<file path="src/rtl/sum_ascii_sequencer.sv">
// Sum-to-ASCII frame sequencer: formats a captured 5-bit sum as two hex
// characters plus an optional CR/LF and feeds them one byte at a time to a
// UART transmitter over a start/busy handshake.
module sum_ascii_sequencer #(
   parameter int unsigned APPEND_CRLF = 1,
   parameter int unsigned ACK_TIMEOUT = 15
) (
   input  logic       clk,
   input  logic       reset_n,
   input  logic [4:0] sum_in,
   input  logic       send,
   input  logic       tx_busy,
   output logic [7:0] tx_data,
   output logic       tx_start,
   output logic       seq_busy,
   output logic       ack_err
);

   localparam int unsigned TW = $clog2(ACK_TIMEOUT + 1);
   localparam logic [1:0] LAST_IDX = (APPEND_CRLF != 0) ? 2'd3 : 2'd1;
   localparam logic [TW-1:0] TIMER_LAST = TW'(ACK_TIMEOUT - 1);

   typedef enum logic [1:0] {StIdle, StLoad, StWaitHi, StWaitLo} state_e;

   state_e        state_q, state_d;
   logic [1:0]    idx_q, idx_d;
   logic [4:0]    sum_q, sum_d;
   logic [TW-1:0] timer_q, timer_d;
   logic [7:0]    data_q, data_d;
   logic          start_q, start_d;
   logic          busy_q, busy_d;
   logic          err_q, err_d;
   logic          advance;

   // Character for position i of the frame built from sum s.
   function automatic logic [7:0] frame_byte(input logic [4:0] s, input logic [1:0] i);
      logic [7:0] b;
      case (i)
         2'd0:    b = s[4] ? 8'h31 : 8'h30;
         2'd1:    b = (s[3:0] < 4'd10) ? (8'h30 + {4'h0, s[3:0]}) : (8'h37 + {4'h0, s[3:0]});
         2'd2:    b = 8'h0D;
         default: b = 8'h0A;
      endcase
      return b;
   endfunction

   // Next-state and registered-output logic.
   always_comb begin
      state_d = state_q;
      idx_d   = idx_q;
      sum_d   = sum_q;
      timer_d = timer_q;
      data_d  = data_q;
      start_d = 1'b0;
      busy_d  = busy_q;
      err_d   = err_q;
      advance = 1'b0;

      unique case (state_q)
         StIdle: begin
            if (send) begin
               sum_d   = sum_in;
               err_d   = 1'b0;
               idx_d   = 2'd0;
               data_d  = frame_byte(sum_in, 2'd0);
               busy_d  = 1'b1;
               state_d = StLoad;
            end
         end
         StLoad: begin
            if (!tx_busy) begin
               start_d = 1'b1;
               timer_d = '0;
               state_d = StWaitHi;
            end
         end
         StWaitHi: begin
            if (tx_busy) begin
               state_d = StWaitLo;
            end else if (timer_q == TIMER_LAST) begin
               // No acknowledge from the UART: flag it and move on anyway.
               err_d   = 1'b1;
               advance = 1'b1;
            end else begin
               timer_d = timer_q + TW'(1);
            end
         end
         StWaitLo: begin
            if (!tx_busy) begin
               advance = 1'b1;
            end
         end
         default: state_d = StIdle;
      endcase

      if (advance) begin
         if (idx_q == LAST_IDX) begin
            busy_d  = 1'b0;
            state_d = StIdle;
         end else begin
            idx_d   = idx_q + 2'd1;
            data_d  = frame_byte(sum_q, idx_q + 2'd1);
            state_d = StLoad;
         end
      end
   end

   // State and output registers.
   always_ff @(posedge clk or negedge reset_n) begin
      if (!reset_n) begin
         state_q <= StIdle;
         idx_q   <= 2'd0;
         sum_q   <= 5'd0;
         timer_q <= '0;
         data_q  <= 8'h00;
         start_q <= 1'b0;
         busy_q  <= 1'b0;
         err_q   <= 1'b0;
      end else begin
         state_q <= state_d;
         idx_q   <= idx_d;
         sum_q   <= sum_d;
         timer_q <= timer_d;
         data_q  <= data_d;
         start_q <= start_d;
         busy_q  <= busy_d;
         err_q   <= err_d;
      end
   end

   assign tx_data  = data_q;
   assign tx_start = start_q;
   assign seq_busy = busy_q;
   assign ack_err  = err_q;

endmodule

</file>
<file path="config.mk">
export PLATFORM = sky130hd
export DESIGN_NAME = sum_ascii_sequencer
export DESIGN_NICKNAME = d
export VERILOG_FILES = /design/src/rtl/sum_ascii_sequencer.sv
export SDC_FILE = /design/constraint.sdc
export NUM_CORES = 1
export LEC_CHECK = 0
export CORE_ASPECT_RATIO = 1.1
export CORE_MARGIN = 2
export CORE_UTILIZATION = 35
export CTS_BUF_LIST = sky130_fd_sc_hd__clkbuf_8
export CTS_CLUSTER_DIAMETER = 30
export DETAILED_ROUTE_END_ITERATION = 16
export SETUP_SLACK_MARGIN = 0.05
export SLEW_MARGIN = 20
export SYNTH_ARGS = -nofsm -noshare
export SYNTH_HDL_FRONTEND = slang
export SYNTH_SLANG_ARGS = --single-unit
export TNS_END_PERCENT = 1
</file>
<file path="constraint.sdc">
create_clock -name clk -period 5.1 [get_ports clk]
set_input_delay 1.275 -clock clk [delete_from_list [all_inputs] [get_ports clk]]
set_output_delay 1.275 -clock clk [all_outputs]
set_load 0.02 [all_outputs]
</file>
==> impl_metrics.py, run 1 <==
metrics = {
    "die": {
        "die_area_um2": 4310,
        "core_um2": 3650,
        "io_pins": 20,
        "die-width_um": 62.8,
        "rows": 23,
        "dieHeight_um": 68.6,
        "start_util_pct": 36.4,
    },
    "synth": {
        "syn_area_um2": 1330,
        "synth_warnings": 0,
        "synth_cells": 133,
        "synth.most_common_cell": "dfrtp_1",
        "synth_top_area_share_pct": 45.2,
        "async_reset_ff_share_pct": 100,
        "yosys-top-cells-area": "dfrtp_1 (45%), ha_1 (12%), mux2_2 (5.1%), o21ai_0 (4.9%), nand2_1 (3.4%)",
        "synth-edff-count": 0,
        "yosysTopAreaCell": "dfrtp_1",
        "synth-main-ff-cell": "dfrtp_1",
        "yosys_register_bits": 24,
        "synth_common_cells": "dfrtp_1 (24), ha_1 (13), o21ai_0 (13)",
        "avgSynthCellArea_um2": 9.99,
        "ys_seq_area_share_pct": 45.2,
        "syn-num-nets": 155,
        "yosysUniqueCellTypes": 33,
    },
    "timing": {
        "setup_viol_count_final": 0,
        "fin_crit_sh_pct": 54.1,
        "tightest_slew_ns": 0.569,
        "fin_skew_ns": 0.00684,
        "setup-tns-final_ns": 0,
        "slew_headroom_pct": 62.1,
        "hold_viol_final": 0,
        "fmax_mhz": 363,
        "rsz0062_at_grt": "no",
        "period_minus_slack_ns": 2.76,
        "slew_violations": 0,
    },
    "power_and_ir_drop": {
        "p_leak_uw": 0.000715,
        "power.internal_uw": 516,
        "swShare_pct": 39.8,
        "combPwrFrac_pct": 46.6,
        "p_per_area_nw_per_um2": 534,
        "clock_power_share_pct": 15.2,
        "peakVddDrop_mv": 0.262,
        "seq_power_share_pct": 38.2,
        "switching_power_uw": 341,
    },
    "routing": {
        "vias": 1033,
        "vias_per_cell": 5.14,
        "drtIter0Drc": 61,
        "routedWlPerCell_um": 12.5,
        "postRouteAntennaNets": 0,
        "drc": 0,
        "drt_first_pass_iters": 4,
        "wl_met1_um": 1130,
        "dr_wl_met2_um": 1280,
        "wl_um": 2520,
        "met3_length_um": 62,
        "highest-signal-layer": "met4",
    },
    "place": {
        "place_inst": 197,
        "place_hpwl_um": 1850,
        "gp_congestion": 0.780,
        "port-buffer-count": 19,
    },
    "clock_tree": {
        "cts_tree": "done",
        "cts_buffers": 3,
        "clock_latency_ns": 0.27,
        "cts_resized": 0,
        "clk_path_buf_depth": 2,
        "cts_sinks": 24,
        "post_cts_buffers": 0,
        "cts-root-buf": "clkbuf_8",
        "htreeDepth": 1,
        "path_clk_slew_ns": 0.09,
        "cts_hold_buf": 0,
    },
    "final_layout": {
        "utilization_pct": 43.9,
        "n_fill_cell": 378,
        "antenna_cells": 0,
        "layout.nets": 174,
        "drive_gt1_share_pct": 7.95,
        "instances_no_fill": 201,
        "area_growth_pct": 20.7,
    },
    "setup_path": {
        "path_delay_family": "simple AND/OR/NAND/NOR gates",
        "max_stage_delay_ns": 0.69,
        "crit_arrival_ns": 2.89,
        "critPathMaxFanout": 20,
        "worst_setup_path_start_kind": "input port",
        "path_cells": "clkdlybuf4s50_1 -> or3_1 -> a221oi_1 -> a21oi_1",
        "critPathKind": "in2reg",
        "slowest_stage": "or3_1",
        "crit_required_ns": 5.23,
        "endpoint_kind": "register",
        "cp_num_buf_inv": 1,
    },
    "global_route": {
        "track_usage_pct": 13.2,
        "grt_max_degree": 25,
        "first_global_vias": 1013,
        "grt_first_pass_wirelength_um": 4370,
        "antenna_found_initial": 0,
        "grt_overflow": 0,
    },
    "worst_hold_path": {
        "hold_class": "reg2reg",
    },
    "outcome": {
        "status": "completed",
    },
    "run": {
        "max_cap_viol_count": 0,
    },
}
[logic make-up after synthesis]
| group | Yosys count | synth area share (%) |
|---|---|---|
| adders and majority gates | 13 | 12.2 |
| muxes | 7 | 5.84 |
| DFF | 24 | 45.2 |
| xor gates and xnor gates | 1 | 0.659 |
| buffers and inverters | 15 | 4.90 |
| and+or+nand+nor | 36 | 12.9 |
| AOI/OAI and AO/OA | 37 | 18.3 |
[state kept, by name, indices dropped and copies added, names as in the netlist]
signal and flops:
tx_data 8, sum_q 5, ack_err 1, timer_q 4
seq_busy 1, tx_start 1, state_q 2, idx_q 2
[worst reg2reg max path, cell delays in order (launching register included)]
cell and delay [ns]:
dfrtp_1 0.43, inv_1 0.15, ha_1 0.41, a41oi_2 0.20
or3_1 0.60, a221oi_1 0.31, a21oi_1 0.06
[through the flow]
stage / setup WS (ns) / total power (µW) / hold WS (ns) / instance area [µm²]
after floorplan: 2.75 / 610 / 0.479 / 1330
after global placement: 2.11 / 726 / 0.500 / 1550
after detailed placement: 2.03 / 736 / 0.503 / 1550
after CTS: 2.32 / 867 / 0.524 / 1610
after global routing: 2.19 / 939 / 0.560 / 1600
final: 2.34 / 856 / 0.520 / 1600
[cell usage in the layout, fill, tap and decap left out]
cell	Yosys	layout
ha_1	13	13
buf_2	1	1
a41oi_2	1	1
o21a_1	1	1
nor2b_1	4	4
a31oi_1	1	1
or3_1	1	1
nand2_1	12	12
inv_1	10	10
and3_1	1	1
clkbuf_8	0	4
o221ai_1	1	1
o22ai_1	1	1
xnor2_1	1	1
a311oi_1	1	1
and4b_1	1	1
o21ai_0	13	13
a21oi_1	8	8
clkdlybuf4s50_1	0	18
mux2_2	6	6
and2_1	1	1
o21bai_1	1	1
dfrtp_1	24	24
o31ai_1	3	3
a221oi_1	3	3
mux2i_1	1	1
nand4_1	1	1
nand3_1	8	8
nor2_1	7	7
a41oi_1	1	1
o31a_1	1	1
a32o_1	1	1
[power groups by stage]
| stage | clock [µW] | combinational (µW) | sequential, µW |
|---|---|---|---|
| after global placement | 0 | 396 | 330 |
| after CTS | 133 | 406 | 328 |
| after detailed placement | 0 | 405 | 331 |
| final | 130 | 400 | 327 |
| after global routing | 144 | 456 | 339 |
| after floorplan | 0 | 260 | 350 |
[per-layer routing]
layer | global-route usage, % | up-vias
li1 | - | 510
met1 | 15.2 | 501
met2 | 24.1 | 18
met3 | 2.60 | 4
met4 | 6.67 | 0
met5 | 0 | -
[worst paths after layout]
| check | start | endpoint | slack (ns) | cells after the start |
|---|---|---|---|---|
| setup / recovery | tx_busy | tx_data[5] | 2.34 | 4 |
| hold / removal | tx_data[1] | tx_data[1] | 0.52 | 2 |
| setup reg to reg | state_q[0] | tx_data[5] | 2.82 | 6 |
| hold reg to reg | tx_data[1] | tx_data[1] | 0.52 | 2 |
| max in group asynchronous | reset_n | tx_data[4] | 3.75 | 1 |
| min in group asynchronous | reset_n | tx_data[3] | 0.99 | 1 |
[cell type report]
| class | instances | area, µm² | area share [%] |
|---|---|---|---|
| clock buffers | 4 | 55.1 | 3.43 |
| multi-input cells | 94 | 663 | 41.3 |
| flip-flops and latches | 24 | 601 | 37.4 |
| well taps | 50 | 62.6 | 3.90 |
| inverters | 10 | 37.5 | 2.34 |
| repair buffers | 19 | 185 | 11.5 |
No activity file was read; power rests on OpenSTA's default activity.
==> inputs of run 2 (changes only) <==
- clock period: 5.1 -> 2.8 ns (I/O delays scaled with it)
==> run 2 against run 1 <==
Against the previous run:
- final cell count rose by 1.0%
- global-route usage rose by 0.54 points
- sequential power rose by 82%
==> impl_metrics.py, run 2 (same netlist as run 1, synthesis figures left out) <==
metrics = {
    "final_layout": {
        "largest_reg_flops": 8,
        "final_common_cell": "dfrtp_1",
        "antenna_cells": 0,
        "layout.nets": 177,
        "final_cell_mix": "dfrtp_1 (24), clkdlybuf4s50_1 (19), o21ai_0 (13), ha_1 (13), nand2_1 (12)",
        "fin_area_um2": 1620,
        "drive_gt1_share_pct": 8.50,
        "area_growth_pct": 21.8,
        "n_fill_cell": 371,
        "utilization_pct": 44.3,
    },
    "setup_path": {
        "slowest_stage": "or3_1",
        "endpoint_kind": "register",
        "r2r_start": "state_q[0]",
        "critPathKind": "reg2reg",
        "startpoint": "state_q[0]",
        "crit_arrival_ns": 2.43,
        "crit_required_ns": 2.93,
        "path_delay_family": "compound AO/OA/AOI/OAI gates",
        "cp_num_buf_inv": 1,
        "path_cells": "inv_1 -> ha_1 -> a41oi_2 -> or3_1 -> a221oi_1 -> a21oi_1",
        "critPathMaxFanout": 20,
        "worst_setup_path_start_kind": "register",
        "max_stage_delay_ns": 0.59,
    },
    "clock_tree": {
        "cts-root-buf": "clkbuf_8",
        "cts_hold_buf": 0,
        "cts_resized": 0,
        "post_cts_buffers": 0,
        "cts_sinks": 24,
        "htreeDepth": 1,
        "clk_path_buf_depth": 2,
        "cts_buffers": 3,
        "path_clk_slew_ns": 0.08,
        "cts_tree": "done",
        "clock_latency_ns": 0.27,
    },
    "timing": {
        "slew_headroom_pct": 62.4,
        "period_minus_slack_ns": 2.30,
        "fmax_mhz": 434,
        "setup_viol_count_final": 0,
        "fin_skew_ns": 0.00283,
        "slew_violations": 0,
        "hold_viol_final": 0,
        "fin_crit_sh_pct": 82.2,
        "worst_hold_slack_ns": 0.521,
        "rsz0062_at_grt": "no",
        "tightest_slew_ns": 0.565,
        "setup-tns-final_ns": 0,
    },
    "global_route": {
        "grt_max_degree": 25,
        "grt_first_pass_wirelength_um": 4570,
        "track_usage_pct": 13.8,
        "first_global_vias": 1065,
        "grt_overflow": 0,
        "antenna_found_initial": 0,
    },
    "power_and_ir_drop": {
        "p_per_area_nw_per_um2": 959,
        "peakVddDrop_mv": 0.414,
        "p_leak_uw": 0.000722,
        "power_uw": 1550,
    },
    "run": {
        "max_cap_viol_count": 0,
    },
    "die": {
        "die-width_um": 62.8,
        "io_pins": 20,
        "rows": 23,
        "dieHeight_um": 68.6,
        "die_area_um2": 4310,
        "core_um2": 3650,
        "start_util_pct": 36.4,
    },
    "routing": {
        "drc": 0,
        "drtIter0Drc": 58,
        "vias_per_cell": 5.16,
        "drt_first_pass_iters": 4,
        "wl_um": 2650,
        "vias": 1048,
        "routedWlPerCell_um": 13.0,
        "postRouteAntennaNets": 0,
    },
    "worst_hold_path": {
        "hold_class": "reg2reg",
        "min_from": "tx_data[2]",
    },
    "place": {
        "port-buffer-count": 19,
        "placed_area_um2": 1580,
        "place_hpwl_um": 1930,
        "gp_congestion": 0.778,
    },
    "outcome": {
        "status": "completed",
    },
}
[run 2: layout make-up]
class	count	area (µm²)	area share (%)
Tap cell	50	62.6	3.87
Timing Repair Buffer	22	213	13.1
Multi-Input combinational cell	94	663	41.0
Sequential cell	24	601	37.1
Clock buffer	3	41.3	2.55
Inverter	10	37.5	2.32
[run 2: through the flow]
step | worst slack [ns] | cells
2_1_floorplan | 1.02 | 133
3_3_place_gp | 0.524 | 200
3_5_place_dp | 0.500 | 200
4_1_cts | 0.525 | 203
5_1_grt | 0.307 | 203
6_report | 0.498 | 203
[run 2: path summary, 6_finish.rpt]
check | to | slack, ns | depth (start not counted)
min in group asynchronous | ack_err | 0.78 | 2
min reg2reg | tx_data[2] | 0.52 | 2
max | tx_data[5] | 0.50 | 6
min | tx_data[2] | 0.52 | 2
max in group asynchronous | sum_q[1] | 1.77 | 2
max reg2reg | tx_data[5] | 0.50 | 6
[run 2: metal layers]
layer	vias to the layer above	wire length [µm]	part of all wire [%]	track usage [%]
li1	518	-	-	-
met1	497	1100	41	14.6
met4	0	66	2.5	8.06
met5	-	0	0	0
met2	26	1370	52	25.8
met3	7	119	4.5	2.92
[run 2: worst min-delay path, delay by kind of cell, from the launching register on]
| family | cells | cell delay (ns) |
|---|---|---|
| flip-flops | 1 | 0.36 |
| AO/OA/AOI/OAI | 1 | 0.07 |
| AND/OR/NAND/NOR | 1 | 0.06 |
[run 2: report_power, final]
group | leakage, µW | internal (µW) | switching [µW]
Combinational | 0.000400 | 350 | 400
Sequential | 0.000300 | 471 | 125
Clock | 0.0000216 | 96.5 | 110
